### src/rtl/button_bit_conditioner_pkg.sv
// Shared types and constants for the push-button input stage and the password controller.
package button_bit_conditioner_pkg;

  typedef enum logic [1:0] {
    IDLE         = 2'd0,
    HELD         = 2'd1,
    WAIT_RELEASE = 2'd2
  } btnState_t;

  localparam logic BIT_FROM_A = 1'b0;
  localparam logic BIT_FROM_B = 1'b1;

  // Debounce interval in clock cycles; the controller derives its blink timing from the same constant.
  localparam int DEBOUNCE_CYCLES_DEFAULT = 1_000_000;

endpackage

### src/rtl/button_bit_conditioner_debounce_filter.sv
// Synchroniser plus stability counter for one raw active-low button.
module debounce_filter
  import button_bit_conditioner_pkg::*;
#(
  parameter int DEBOUNCE_CYCLES = DEBOUNCE_CYCLES_DEFAULT,
  parameter int SYNC_STAGES     = 2
) (
  input  logic clk,
  input  logic rst_n,
  input  logic rawN,
  output logic level,
  output logic settled
);

  localparam int CNT_W = $clog2(DEBOUNCE_CYCLES + 1);
  localparam logic [CNT_W-1:0] CNT_LAST = CNT_W'(DEBOUNCE_CYCLES - 1);

  logic [SYNC_STAGES-1:0] syncChain;
  logic [CNT_W-1:0]       stableCnt;
  logic                   syncLevel;

  assign syncLevel = syncChain[SYNC_STAGES-1];
  // settled means no level change is pending, so the debounced level reflects the pin
  assign settled   = (syncLevel == level);

  always_ff @(posedge clk or negedge rst_n) begin
    if (!rst_n) begin
      syncChain <= '1;
    end else begin
      syncChain <= {syncChain[SYNC_STAGES-2:0], rawN};
    end
  end

  // --- stability counter stage ---
  always_ff @(posedge clk or negedge rst_n) begin
    if (!rst_n) begin
      level     <= 1'b1;
      stableCnt <= '0;
    end else if (syncLevel == level) begin
      stableCnt <= '0;
    end else if (stableCnt == CNT_LAST) begin
      level     <= syncLevel;
      stableCnt <= '0;
    end else begin
      stableCnt <= stableCnt + CNT_W'(1);
    end
  end

endmodule

### src/rtl/button_bit_conditioner.sv
// Turns two bouncing active-low buttons into one bit event per press, with chord detection
// and a release lockout so the password controller sees only clean events.
module button_bit_conditioner
  import button_bit_conditioner_pkg::*;
#(
  parameter int DEBOUNCE_CYCLES = DEBOUNCE_CYCLES_DEFAULT,
  parameter int SYNC_STAGES     = 2
) (
  input  logic clk,
  input  logic rst_n,
  input  logic btn_a_n,
  input  logic btn_b_n,
  output logic bit_valid,
  output logic bit_value,
  output logic chord_err,
  output logic held
);

  localparam int ARM_W = $clog2(SYNC_STAGES + 1);

  logic levelA, levelB, settledA, settledB;
  logic pa, pb;
  logic [ARM_W-1:0] armCnt;
  logic armed;
  btnState_t state, stateNext;
  logic bitValid_p0, bitValue_p0, chordErr_p0;

  debounce_filter #(
    .DEBOUNCE_CYCLES(DEBOUNCE_CYCLES),
    .SYNC_STAGES    (SYNC_STAGES)
  ) uFilterA (
    .clk    (clk),
    .rst_n  (rst_n),
    .rawN   (btn_a_n),
    .level  (levelA),
    .settled(settledA)
  );

  debounce_filter #(
    .DEBOUNCE_CYCLES(DEBOUNCE_CYCLES),
    .SYNC_STAGES    (SYNC_STAGES)
  ) uFilterB (
    .clk    (clk),
    .rst_n  (rst_n),
    .rawN   (btn_b_n),
    .level  (levelB),
    .settled(settledB)
  );

  assign pa = ~levelA;
  assign pb = ~levelB;

  // The synchronisers restart at "released", so a button held through reset only becomes
  // visible once the chain has refilled; WAIT_RELEASE must not trust the filters before that.
  assign armed = (armCnt == ARM_W'(SYNC_STAGES));

  always_ff @(posedge clk or negedge rst_n) begin
    if (!rst_n) begin
      armCnt <= '0;
    end else if (!armed) begin
      armCnt <= armCnt + ARM_W'(1);
    end
  end

  always_ff @(posedge clk or negedge rst_n) begin
    if (!rst_n) begin
      state <= WAIT_RELEASE;
    end else begin
      state <= stateNext;
    end
  end

  always_comb begin
    stateNext = state;
    unique case (state)
      IDLE:         if (pa || pb) stateNext = HELD;
      HELD:         if (!pa && !pb) stateNext = IDLE;
      WAIT_RELEASE: if (armed && !pa && !pb && settledA && settledB) stateNext = IDLE;
      default:      stateNext = WAIT_RELEASE;
    endcase
  end

  always_comb begin
    bitValid_p0 = 1'b0;
    bitValue_p0 = bit_value;
    chordErr_p0 = 1'b0;
    if (state == IDLE) begin
      if (pa && pb) begin
        chordErr_p0 = 1'b1;
      end else if (pa) begin
        bitValid_p0 = 1'b1;
        bitValue_p0 = BIT_FROM_A;
      end else if (pb) begin
        bitValid_p0 = 1'b1;
        bitValue_p0 = BIT_FROM_B;
      end
    end
  end

  // --- registered event outputs ---
  always_ff @(posedge clk or negedge rst_n) begin
    if (!rst_n) begin
      bit_valid <= 1'b0;
      bit_value <= 1'b0;
      chord_err <= 1'b0;
    end else begin
      bit_valid <= bitValid_p0;
      bit_value <= bitValue_p0;
      chord_err <= chordErr_p0;
    end
  end

  assign held = (state != IDLE) || pa || pb;

endmodule

### config.mk
export PLATFORM = sky130hd
export DESIGN_NAME = button_bit_conditioner
export DESIGN_NICKNAME = d
export VERILOG_FILES = /design/src/rtl/button_bit_conditioner_pkg.sv /design/src/rtl/button_bit_conditioner_debounce_filter.sv /design/src/rtl/button_bit_conditioner.sv
export SDC_FILE = /design/constraint.sdc
export NUM_CORES = 1
export LEC_CHECK = 0
export ABC_CLOCK_PERIOD_IN_PS = 2550
export CAP_MARGIN = 25
export CORE_UTILIZATION = 30
export DETAILED_ROUTE_END_ITERATION = 10
export SYNTH_ARGS = -nofsm -noshare
export SYNTH_HDL_FRONTEND = slang
export SYNTH_HIERARCHICAL = 1
export SYNTH_SLANG_ARGS = --single-unit
### constraint.sdc
create_clock -name clk -period 2.55 [get_ports clk]
set_clock_uncertainty 0.15 [all_clocks]
set_input_delay 0.51 -clock clk [delete_from_list [all_inputs] [get_ports clk]]
set_output_delay 0.51 -clock clk [all_outputs]
set_load 0.01 [all_outputs]
Word level (Yosys, flattened, before mapping)
Index checks and enable logic that the tools add are counted.
- input port bits: 4
- register bits: 53
- logic and storage cells: 61
- equal/unequal tests: 11
- reduce and logical (&&, ||, !) cells: 15
- bitwise logic cells: 5
- $add $sub $neg: 3
- multiplexer cells: 16
- operators with widths (kind ; count):
    $mux W20 ; 4
    $add A20 B1 Y20 const B ; 2
    $eq A20 B20 Y1 const B ; 2
    $mux W1 ; 8
    $ne A2 B2 Y1 const B ; 4
    $logic_and A1 B1 Y1 ; 6
    $mux W2 ; 3
    $pmux W2 S3 ; 1
    $reduce_and A3 Y1 ; 2
    $not A1 Y1 ; 5
    $eq A2 B2 Y1 const B ; 2
    $reduce_and A2 Y1 ; 2
    $logic_or A1 B1 Y1 ; 3
    $add A2 B1 Y2 const B ; 1
    $eq A1 B1 Y1 ; 2
    $eq A2 B1 Y1 const B ; 1
    $logic_not A2 Y1 ; 1
    $reduce_bool A2 Y1 ; 1

Depth between registers and ports, before layout
- depth after elaboration: 7
- depth in mapped cells: 6

Cells and area by module
Netlist, hierarchy kept.
- modules (own cells, without submodules) (module ; seq. area each (um2) ; times used ; area an instance (um2) ; cells each):
    debounce_filter ; 579.3 ; 2 ; 1156.1 ; 108
    button_bit_conditioner ; 176.4 ; 1 ; 301.5 ; 24

Least setup slack after synthesis
Ideal clock, no wire load.
- path kind: register to register
- from: reg uFilterA.stableCnt[0]
- to: reg uFilterA.level
- data required time: 2.318 ns
- library setup time: 0.082 ns
- period minus slack after synthesis: 1.802 ns
- arrival: 1.569 ns
- path slack: 0.748 ns
- buffers on the path: 0
- cell stages (with the launch flop): 6
- cell sequence: dfrtp_1 > ha_1 > nand2_1 > or2_4 > or3_4 > mux2_4
- word-level cells in the longest chain between the ends: 2
- ends and longest elaborated chain (what ; line ; source):
    start: declaration ; button_bit_conditioner_debounce_filter.sv:19 ; logic [CNT_W-1:0] stableCnt;
    start signal: assignment ; button_bit_conditioner_debounce_filter.sv:45 ; stableCnt <= stableCnt + CNT_W'(1);
    $eq A20 B20 Y1 ; button_bit_conditioner_debounce_filter.sv:41 ; end else if (stableCnt == CNT_LAST) begin
    $reduce_and A2 Y1 (no source line) ; - ;
    end signal: assignment ; button_bit_conditioner_debounce_filter.sv:42 ; level <= syncLevel;
    end: declaration ; button_bit_conditioner_debounce_filter.sv:11 ; output logic level,
Every way passes these cells.
A chain may end at the register's enable or synchronous reset.

Final worst setup path
- from: reg uFilterB.level
- to: out held
- word-level cells in the longest chain between the ends: 2
- ends and longest elaborated chain (what ; line ; source):
    start: declaration ; button_bit_conditioner_debounce_filter.sv:11 ;
    start signal: assignment ; button_bit_conditioner_debounce_filter.sv:42 ;
    $not A1 Y1 ; button_bit_conditioner.sv:51 ; assign pb = ~levelB;
    $logic_or A1 B1 Y1 ; button_bit_conditioner.sv:113 ; assign held = (state != IDLE) || pa || pb;
    end: declaration ; button_bit_conditioner.sv:16 ; output logic held
Every way passes these cells.

==> run_results.csv <==
group,metric,value,unit
outcome,status,"complete, no violations",
pwr,clkPwrFrac,34.6,%
die,dieArea,9090,um2
clock_tree,root_buffer,"clkbuf_8",
timing,hold_viol_final,0,
setup_path,path_class,"flop to output port",
placement,preCtsSetupSlack,0.4641,ns
timing,layout_setup_ws,0.1456,ns
yosys,ys_types,36,
clock_tree,cts_hold_buf,0,
timing,finalCritPeriodShare,94.29,%
grt,grt_remaining_overflow,0,
yosys,synth_cells,240,
pwr,total_power,1401,uW
drt,wl_per_cell,12.78,um
yosys,postSynthAreaPerCell,10.89,um2
yosys,ys_seq_area_share,51.08,%
clock_tree,ctsHtreeMaxLevel,2,
grt,grt_max_degree,54,
drt,via_count,1762,
timing,clock.fmax,0.4159,GHz
cells_and_area,area_delta_synth_final,10.96,%
placement,dp_hpwl,3140,um
yosys,yosys_warnings,6,
yosys,ys_ff_latch,53,
drt,via_per_inst,4.881,
clock_tree,cts_tree,"done",
timing,setup_viol,0,
pwr,p_seq_share,61.7,%
timing,rsz0062_at_grt,"false",
yosys,syn_area,2614,um2
run,drv_cap,0,
cells_and_area,diodes,0,
drt,dr.pass1.iters,4,
pwr,p_int,1092,uW
timing,tightest_slew,0.6545,ns
cells_and_area,nNetsFinal,264,
timing,final.setup.tns,0,ns
clock_tree,post_cts_resize_count,0,
clock_tree,cts.sinks,53,
yosys,async_reset_ff_share,100.0,%
setup_path,end_kind,"output port",
yosys,synth_edf_count,0,
die,start_util,31.34,%
grt,grt_pass1_vias,1715,
die,core_area,8341,um2
setup_path,start_kind,"flop",
timing,hold_ws,0.1680,ns
grt,antenna_found_initial,0,
drt,drt_iter0_markers,132,
drt,drcViolationCount,0,
setup_path,crit_fanout,5,
pwr,powerDensity,483.0,nW/um2
drt,drt-total-wl,4613,um
pwr,p_sw_share,22.02,%
cells_and_area,layout-drive-gt1-share,14.84,%
pwr,ir_drop,209.3,uV
setup_path,worstPathRequired,1.89,ns
clock_tree,clockBufferDepth,2,
pwr,leakage,0.001162,uW
pwr,power_frac_comb,3.7,%
timing,drv_slew,0,
die,io_pins,8,
die,num_rows,33,
clock_tree,clock_latency,0.30,ns
grt,grt_usage,11.24,%
timing,timing.final.crit_period,2.404,ns
grt,grt_pass1_wl,7948,um
die,fp.dieW,95.34,um
drt,final_antenna_net_count,0,
yosys,ys.flop_type,"dfrtp_1",
placement,io_buffers,7,
placement,place_congestion,0.7580,
yosys,syn_nets,249,
worst_hold_path,hold_path_class,"primary input to async pin",
clock_tree,cts_setup_buffers,0,
die,fp.dieH,95.34,um
clock_tree,clk_pin_slew,0.09,ns
timing,slew-limit-headroom,56.37,%
clock_tree,cts_made_buffers,5,
pwr,p_sw,308.5,uW
setup_path,arrival,1.74,ns
==> flip-flops by register name, summed over array words and instances (netlist names) <==
signal / flops
chord_err: 1
bit_value: 1
armCnt: 2
uFilterA/syncChain: 2
uFilterA/stableCnt: 20
uFilterB/level: 1
uFilterB/stableCnt: 20
state: 2
uFilterA/level: 1
bit_valid: 1
uFilterB/syncChain: 2
==> metal layers <==
metal  wire, um  vias to the layer above  track usage (%)  share of wire (%)
li1           -                      883                -                  -
met1       2401                      854            15.79                 52
met2       2036                       19            17.08                 44
met3         96                        6            1.675                2.1
met4         78                        0            4.924                1.7
met5          0                        -                0                  0
==> Yosys cell counts, types with 3 or more instances <==
cell type | n | share of area, %
dfrtp_1 | 46 | 44
nor2_1 | 31 | 4.5
nand2_1 | 20 | 2.9
xor2_1 | 18 | 6.0
xnor2_1 | 13 | 4.4
nand3_1 | 9 | 1.7
and3_1 | 8 | 1.9
nand4_1 | 8 | 1.9
dfstp_2 | 7 | 7.0
inv_1 | 7 | 1.0
a21oi_1 | 6 | 1.1
nor4_1 | 6 | 1.4
o31ai_1 | 6 | 1.7
ha_1 | 5 | 2.4
and4_1 | 4 | 1.3
nor3_1 | 4 | 0.77
or3_4 | 4 | 1.7
or4_1 | 4 | 1.1
o21ai_0 | 3 | 0.57
or3_1 | 3 | 0.72
==> per-stage QoR <==
step                      instance area (um2)  instances  util (%)
after floorplan                          2614        240         -
after global placement                   2810        353     33.69
after detailed placement                 2810        353     33.69
after CTS                                2900        361     34.77
after global routing                     2900        361     34.77
final                                    2900        361     34.77
==> placed cells by master (no fill, tap or decap), types with 2 or more instances in the layout <==
master and count:
xnor2_1 13, nand3_1 9, nor4b_1 2, nand2_1 20, nand4_1 8, dfstp_2 7
nand4_2 2, a21oi_2 2, and4_1 4, dfrtp_1 46, nor3_1 4, a21oi_1 6
nand4b_1 2, nand3_2 2, or2_4 2, or4_1 4, nor2_1 31, o31ai_1 6
mux2_4 2, and4_2 2, clkbuf_1 2, clkdlybuf4s50_1 6, or4_4 2, xor2_1 18
and3_1 8, or3_1 3, o21ai_0 3, or2_1 2, nor4_1 6, inv_1 7
or3_4 4, clkbuf_8 6, o31ai_4 2, buf_4 3, ha_1 5
==> critical path, stage by stage (launching register included) <==
cell and delay [ns]:
dfstp_2 0.59, nand2_1 0.07, or3_1 0.30, clkdlybuf4s50_1 0.48
==> power by group through the flow <==
stage                     sequential [uW]  clock (uW)  combinational (uW)
final                                 864         485                52.1
after floorplan                       877           0                26.1
after detailed placement              880           0                53.6
after global routing                  865         534                61.7
after CTS                             864         508                54.5
after global placement                879           0                54.2
==> area by class of cell <==
cell class	instances	area, um2
tap	105	131.4
fill	863	5440
inverter	7	26.28
sequential	53	1335
timing repair buffer	10	87.58
multi-input combinational	178	1230
clock buffer	8	90.09
==> worst paths after layout <==
path	startpoint	endpoint	slack (ns)	cells after the start
worst max-delay path	uFilterB/level	held	0.15	3
worst min-delay path	rst_n	uFilterA/stableCnt[8]	0.17	2
worst max register to register	uFilterB/stableCnt[0]	uFilterB/stableCnt[8]	0.54	6
worst min register to register	uFilterB/syncChain[0]	uFilterB/syncChain[1]	0.21	0
max in group asynchronous	rst_n	uFilterA/stableCnt[1]	1.65	2
min in group clk	uFilterB/syncChain[0]	uFilterB/syncChain[1]	0.21	0
==> cell families (layout without fill, tap and decap cells) <==
group	count (synthesis)	in the layout	share of synthesized area [%]
muxes	3	3	1.580
DFF	53	53	51.08
and+or+nand+nor	119	119	26.62
xor gates and xnor gates	31	31	10.39
AOI/OAI and AO/OA	20	20	6.079
adders and majority gates	5	5	2.393
buffers and inverters	9	25	1.867
No activity file was read; power rests on OpenSTA's default activity.
